==> config.mk <==
export PLATFORM = sky130hd
export DESIGN_NAME = fir_l3_output_serializer
export DESIGN_NICKNAME = d
export VERILOG_FILES = /design/src/rtl/fir_l3_output_serializer.sv
export SDC_FILE = /design/constraint.sdc
export NUM_CORES = 1
export LEC_CHECK = 0
export CAP_MARGIN = 20
export CELL_PAD_IN_SITES_DETAIL_PLACEMENT = 2
export CELL_PAD_IN_SITES_GLOBAL_PLACEMENT = 2
export CORE_ASPECT_RATIO = 1.75
export CORE_MARGIN = 5
export CORE_UTILIZATION = 50
export DETAILED_ROUTE_END_ITERATION = 6
export PLACE_DENSITY = 0.82
export SYNTH_ARGS = -nofsm -noshare
export SYNTH_HDL_FRONTEND = slang
export SYNTH_SLANG_ARGS = --single-unit
==> constraint.sdc <==
create_clock -name clk -period 11.7 [get_ports clk]
set_input_delay 3.51 -clock clk [delete_from_list [all_inputs] [get_ports clk]]
set_output_delay 3.51 -clock clk [all_outputs]
set_load 0.005 [all_outputs]
==> src/rtl/fir_l3_output_serializer.sv <==
// Output serializer for the 3-parallel FIR: buffers 3-lane result words in a FIFO
// and re-emits them one sample per transfer in time order (y2, y1, y0).
module fir_l3_output_serializer #(
  parameter int DATA_WIDTH = 16,
  parameter int DEPTH      = 8
) (
  input  logic                    clk,
  input  logic                    rst_n,
  input  logic                    in_valid,
  input  logic [DATA_WIDTH-1:0]   in_y0,
  input  logic [DATA_WIDTH-1:0]   in_y1,
  input  logic [DATA_WIDTH-1:0]   in_y2,
  input  logic                    flush,
  input  logic                    ovf_clr,
  output logic                    out_valid,
  input  logic                    out_ready,
  output logic [DATA_WIDTH-1:0]   out_data,
  output logic [$clog2(DEPTH):0]  level,
  output logic                    overflow
);

  localparam int AW = $clog2(DEPTH);
  localparam int PW = AW + 1;
  localparam int WW = 3 * DATA_WIDTH;

  typedef enum logic [1:0] {
    LANE_Y2 = 2'd0,
    LANE_Y1 = 2'd1,
    LANE_Y0 = 2'd2
  } lane_e;

  lane_e           lane_q, lane_d;
  logic [PW-1:0]   wr_ptr_q, wr_ptr_d;
  logic [PW-1:0]   rd_ptr_q, rd_ptr_d;
  logic            ovf_q, ovf_d;
  logic [WW-1:0]   mem_q [DEPTH];
  logic [WW-1:0]   head_word;

  logic empty, full;
  logic xfer, pop, push_req, push, drop;

  assign empty = (wr_ptr_q == rd_ptr_q);
  assign full  = (wr_ptr_q[AW] != rd_ptr_q[AW]) &&
                 (wr_ptr_q[AW-1:0] == rd_ptr_q[AW-1:0]);

  // Flush overrides both sides of the FIFO, so it gates transfer and push here.
  assign xfer     = !empty && out_ready && !flush;
  assign pop      = xfer && (lane_q == LANE_Y0);
  assign push_req = in_valid && !flush;
  assign push     = push_req && (!full || pop);
  assign drop     = push_req && !push;

  always_comb begin
    lane_d   = lane_q;
    wr_ptr_d = wr_ptr_q;
    rd_ptr_d = rd_ptr_q;
    ovf_d    = ovf_q;

    if (flush) begin
      lane_d   = LANE_Y2;
      rd_ptr_d = wr_ptr_q;
    end else begin
      if (xfer) begin
        case (lane_q)
          LANE_Y2: lane_d = LANE_Y1;
          LANE_Y1: lane_d = LANE_Y0;
          default: lane_d = LANE_Y2;
        endcase
      end
      if (pop)  rd_ptr_d = rd_ptr_q + PW'(1);
      if (push) wr_ptr_d = wr_ptr_q + PW'(1);
    end

    // A fresh drop takes priority over a same-edge clear.
    if (drop)         ovf_d = 1'b1;
    else if (ovf_clr) ovf_d = 1'b0;
  end

  always_ff @(posedge clk or negedge rst_n) begin
    if (!rst_n) begin
      lane_q   <= LANE_Y2;
      wr_ptr_q <= '0;
      rd_ptr_q <= '0;
      ovf_q    <= 1'b0;
    end else begin
      lane_q   <= lane_d;
      wr_ptr_q <= wr_ptr_d;
      rd_ptr_q <= rd_ptr_d;
      ovf_q    <= ovf_d;
    end
  end

  always_ff @(posedge clk) begin
    if (push) mem_q[wr_ptr_q[AW-1:0]] <= {in_y2, in_y1, in_y0};
  end

  assign head_word = mem_q[rd_ptr_q[AW-1:0]];

  always_comb begin
    out_data = '0;
    if (!empty) begin
      case (lane_q)
        LANE_Y2: out_data = head_word[3*DATA_WIDTH-1:2*DATA_WIDTH];
        LANE_Y1: out_data = head_word[2*DATA_WIDTH-1:DATA_WIDTH];
        default: out_data = head_word[DATA_WIDTH-1:0];
      endcase
    end
  end

  assign out_valid = !empty;
  assign level     = wr_ptr_q - rd_ptr_q;
  assign overflow  = ovf_q;

endmodule

**Word level (Yosys, flattened, before mapping)**

Memories as Yosys holds them, arrays and structs flattened.
Cells that the tools add are included.

- Register bits after elaboration: 11
- Memory bits (writable): 384
- Bits of input ports: 54
- Output and inout port bits: 22
- Word-level logic and storage cells: 42
- Memories: 1

Memories:

| name | depth | width | read ports | clocked after Yosys merged registers in | write ports | RTL line | source |
|---|---|---|---|---|---|---|---|
| mem_q | 8 | 48 | 1 | 0 | 1 | 36 | `logic [WW-1:0] mem_q [DEPTH];` |

- Add/subtract/negate cells: 3
- Equality and inequality tests: 5
- Muxes and demuxes: 11
- Bitwise logic cells: 1
- Reduce and logical (&&, ||, !) cells: 17

Operators by type and width:

| cell | number |
|---|---|
| $pmux 16 s2 | 1 |
| $mux 16 | 1 |
| $add 4x1->4 const B | 2 |
| $mux 4 | 2 |
| $logic_and 1x1->1 | 7 |
| $reduce_bool 2->1 | 3 |
| $eq 4x4->1 | 1 |
| $logic_not 1->1 | 4 |
| $mux 1 | 4 |
| $mux 2 | 2 |
| $pmux 2 s2 | 1 |
| $sub 4x4->4 | 1 |
| $eq 3x3->1 | 1 |
| $eq 2x1->1 const B | 1 |
| $eq 2x2->1 const B | 1 |
| $logic_not 2->1 | 1 |
| $reduce_and 2->1 | 1 |
| $logic_or 1x1->1 | 1 |
| $ne 1x1->1 | 1 |
| $not 1->1 | 1 |

**Depth between registers and ports, before layout**

- Word-level depth: 10
- Gate-level depth with buffers: 9
- Mapped depth without buffers: 7

**Worst setup path before layout**

OpenSTA, ideal clock, no wires.

- Path type: input to register
- Start: input port in_valid
- End: memory mem_q[0][0] (netlist bit), enable pin
- Setup time: 0.513 ns
- Arrival time: 7.361 ns
- Data required time: 11.187 ns
- Path slack: 3.826 ns
- Stages on the path: 4
- Buffers on the path: 0
- Cell sequence: nor2b_1 o31a_1 nand2_1 nor3_1

- Cells in the longest elaborated chain, start to end: 4

Ends and longest elaborated chain:

| what | RTL line | source |
|---|---|---|
| from (decl) | 9 | `input logic in_valid,` |
| $logic_and 1x1->1 | 49 | `assign push_req = in_valid && !flush;` |
| $logic_and 1x1->1 | 50 | `assign push = push_req && (!full \|\| pop);` |
| $mux 1 | 94 | `if (push) mem_q[wr_ptr_q[AW-1:0]] <= {in_y2, in_y1, in_y0};` |
| $mux 1 (implied by the code) | 94 |  |
| to (decl) | 36 |  |

No other way between the ends.

**Worst setup path in the final report**

- Start: register rd_ptr_q[2]
- End: output port out_data[14]

- Cells in the longest elaborated chain, start to end: 3
- Elaborated cells on any way between the ends: 4
- Classes of those cells: eq/ne: 1; mux: 2; memory: 1

Ends and longest elaborated chain:

| what | RTL line | source |
|---|---|---|
| from (decl) | 34 | `logic [PW-1:0] rd_ptr_q, rd_ptr_d;` |
| from (signal assigned) | 88 | `rd_ptr_q <= rd_ptr_d;` |
| $mem_v2 8x48 | - |  |
| $pmux 16 s2 | 102 | `case (lane_q)` |
| $mux 16 * | 101 | `if (!empty) begin` |
| to (decl) | 17 | `output logic [DATA_WIDTH-1:0] out_data,` |

Every way passes the cells marked *; elsewhere a longest branch is shown, timed or not.

==> impl_metrics.py <==
metrics = {
    "yosys": {
        "synth_top_area_share_pct": 73.6,
        "syn_nets": 879,
        "yosysTopAreaCell": "edfxtp_1",
        "ys_top_cells_by_area": "edfxtp_1 74%, mux2i_1 8.2%, mux4_2 3.7%",
        "yosysSeqAreaShare_pct": 75.4,
        "yosys_warnings": 0,
        "synthFlopType": "edfxtp_1",
        "synth.ff_latch_count": 395,
        "avgSynthCellArea_um2": 19.1,
        "async_flop_share_pct": 2.78,
        "syn_inst": 819,
        "synth_enable_flop_cells": 384,
        "ys_types": 45,
        "synth_area_mm2": 0.0157,
    },
    "clock_tree": {
        "clock-root-buffer": "clkbuf_16",
        "insertion_delay_ns": 0.53,
        "cts_made_buffers": 38,
        "clk_path_buf_depth": 3,
        "cts_resized": 0,
        "cts_setup_buffers": 0,
        "cts_max_level": 2,
        "clkSlewWorstSetupHoldPaths_ns": 0.06,
        "cts_tree": "done",
        "hold_buffers": 0,
        "cts_sinks": 395,
    },
    "sta": {
        "finalHoldViolations": 0,
        "post-route-min-period_ns": 8.11,
        "setup_viol": 0,
        "finalSetupTns_ns": 0,
        "fmax_mhz": 123,
        "drv_slew": 0,
        "finalCritPeriodShare_pct": 69.3,
        "tightest_slew_ns": 1.11,
        "worst_slack_ns": 3.59,
        "rsz0062_at_grt": "false",
        "skew_ns": 0.0129,
        "slew_headroom_pct": 25.9,
    },
    "final_layout": {
        "mostFrequentLayoutCell": "edfxtp_1",
        "num-fill-cells": 2544,
        "final_layout_size_suffix_gt1_share_pct": 12.3,
        "layout_common_cells": "384 x edfxtp_1, 128 x mux2i_1, 75 x clkdlybuf4s50_1",
        "fin_util_pct": 58.3,
        "fin_nets": 964,
        "syn_to_final_growth_pct": 14.8,
    },
    "placement": {
        "pre_cts_ws_ns": 4.31,
        "place_congestion": 0.823,
        "port_buffers": 75,
        "dp_hpwl_mm": 26.2,
    },
    "status": {
        "status": "complete, no violations",
    },
    "detailed_routing": {
        "vias_per_cell": 6.30,
        "wl_per_cell_um": 34.5,
        "vias": 8345,
        "first_iter_violations": 796,
        "drcViolationCount": 0,
        "antenna_left": 0,
        "dr.pass1.iters": 5,
        "routed_wl_mm": 45.7,
    },
    "flow_run": {
        "cap_violations": 0,
    },
    "power": {
        "p_leak_nw": 5.90,
        "switchingPower_mw": 1.35,
        "peakVddDrop_mv": 0.176,
        "clockPowerShare_pct": 29.0,
        "cellInternalPower_mw": 2.92,
        "powerDensity_mw_per_mm2": 238,
        "combPwrFrac_pct": 29.8,
        "switching_share_pct": 31.7,
        "seqPwrFrac_pct": 41.2,
    },
    "critical_path": {
        "worstSetupEndpointType": "primary output",
        "crit_chain": "clkinv_1 -> ha_1 -> nand3_1 -> nor2_1 -> buf_4 -> inv_1 -> o2111ai_1 -> o2111ai_1 -> clkdlybuf4s50_1",
        "crit_type": "reg2out",
        "cpMostUsedCell": "o2111ai_1",
        "path_max_fanout": 21,
        "slowest_delay_ns": 0.93,
        "path_buf_inv": 4,
        "path_delay_family": "buffers and inverters",
        "crit_arrival_ns": 4.60,
        "cp.required_ns": 8.19,
        "cp-start-kind": "flip-flop",
        "worst_path_max_delay_cell": "clkinv_1",
    },
    "floorplan": {
        "die-area_mm2": 0.0351,
        "fp.dieH_um": 244,
        "rows": 85,
        "initial_utilization_pct": 50.8,
        "core-area_mm2": 0.0308,
        "die_x_um": 144,
        "num_io_pins": 76,
    },
    "worst_hold_path": {
        "hp-class": "reg2reg",
    },
    "global_routing": {
        "grt_usage_pct": 26.7,
        "grt_antenna_before_repair": 2,
        "overflow": 0,
        "first_global_vias": 9536,
        "grt_max_degree": 52,
        "grt_first_pass_wirelength_mm": 67.4,
    },
}
kinds of logic after synthesis:
| kind of cell | after synthesis | synth area share [%] |
|---|---|---|
| adder cells (fa/ha/maj) | 6 | 0.527 |
| XOR/XNOR | 10 | 0.559 |
| AND/OR/NAND/NOR | 64 | 2.12 |
| AO/OA/AOI/OAI | 127 | 5.79 |
| flip-flops | 395 | 75.4 |
| buffers and inverters | 55 | 2.49 |
| multiplexers | 162 | 13.2 |
synth_stat cells, drive strengths merged, types with 2 or more instances:
library cell	count
inv	8
nand2b	4
o21ai	7
nand2	10
and2	11
a21oi	23
o22ai	25
mux2i	128
mux4	33
buf	31
xnor2	6
nor3	2
clkbuf	15
a22oi	34
ha	5
nor2	11
xor2	4
nor2b	4
o221ai	20
nor4	5
dfrtp	11
o2111ai	3
edfxtp	384
nand3	13
or2	2
a211oi	10
layer usage:
metal	GRT usage (%)	share of wire, %	routed length [um]	vias up
met2	46.4	53	24300	313
met4	14.0	5.8	2670	0
met1	31.5	37	16700	4380
met3	4.42	4.3	1980	116
met5	0	0	0	-
li1	-	-	-	3536
power by group through the flow:
stage | Clock, mW | Sequential [mW] | Combinational [mW]
finish | 1.24 | 1.76 | 1.28
global route | 1.33 | 1.77 | 1.34
CTS | 1.26 | 1.76 | 1.29
detailed placement | 0 | 1.78 | 1.25
global placement | 0 | 1.76 | 1.18
floorplan | 0 | 1.74 | 0.793
through the flow:
stage | hold slack [ns] | instances | total power [mW] | area [um2]
finish | 0.620 | 1325 | 4.27 | 18000
global route | 0.651 | 1325 | 4.45 | 18000
CTS | 0.618 | 1322 | 4.31 | 18000
detailed placement | 0.592 | 1254 | 3.04 | 16700
global placement | 0.537 | 1254 | 2.95 | 16700
floorplan | 0.516 | 819 | 2.53 | 15700
worst register-to-register path: stages (launching register included):
cell      delay [ns]
dfrtp_1         0.74
clkinv_1        0.93
ha_1            0.69
nand3_1         0.27
o31a_1          0.33
nand2_1         0.30
nor3_2          0.18
buf_4           0.69
flip-flops by register name (all words and copies together) (netlist names):
register	cells
overflow	1
mem_q	384
lane_q	2
wr_ptr_q	4
rd_ptr_q	4
layout make-up:
cell class                 count  area, um2  share of cell area, %
sequential                   395      11800                   65.7
multi-input combinational    369       3530                   19.6
clock buffer                  50       1060                   5.89
timing repair buffer          91        878                   4.88
tap                          391        489                   2.72
clock inverter                18        175                  0.974
inverter                       9       33.8                  0.188
antenna                        2       5.00                 0.0278
path summary, 6_finish.rpt:
kind,from,depth (start not counted),slack (ns),to
worst max register to register,rd_ptr_q[2],7,7.11,mem_q[0][38]
worst min-delay path,wr_ptr_q[3],1,0.62,wr_ptr_q[3]
worst max-delay path,rd_ptr_q[2],9,3.59,out_data[14]
max in group asynchronous,rst_n,1,7.90,rd_ptr_q[0]
worst min register to register,wr_ptr_q[3],1,0.62,wr_ptr_q[3]
min in group asynchronous,rst_n,1,3.35,wr_ptr_q[0]
Note: power is estimated with default switching activity, not from simulation.
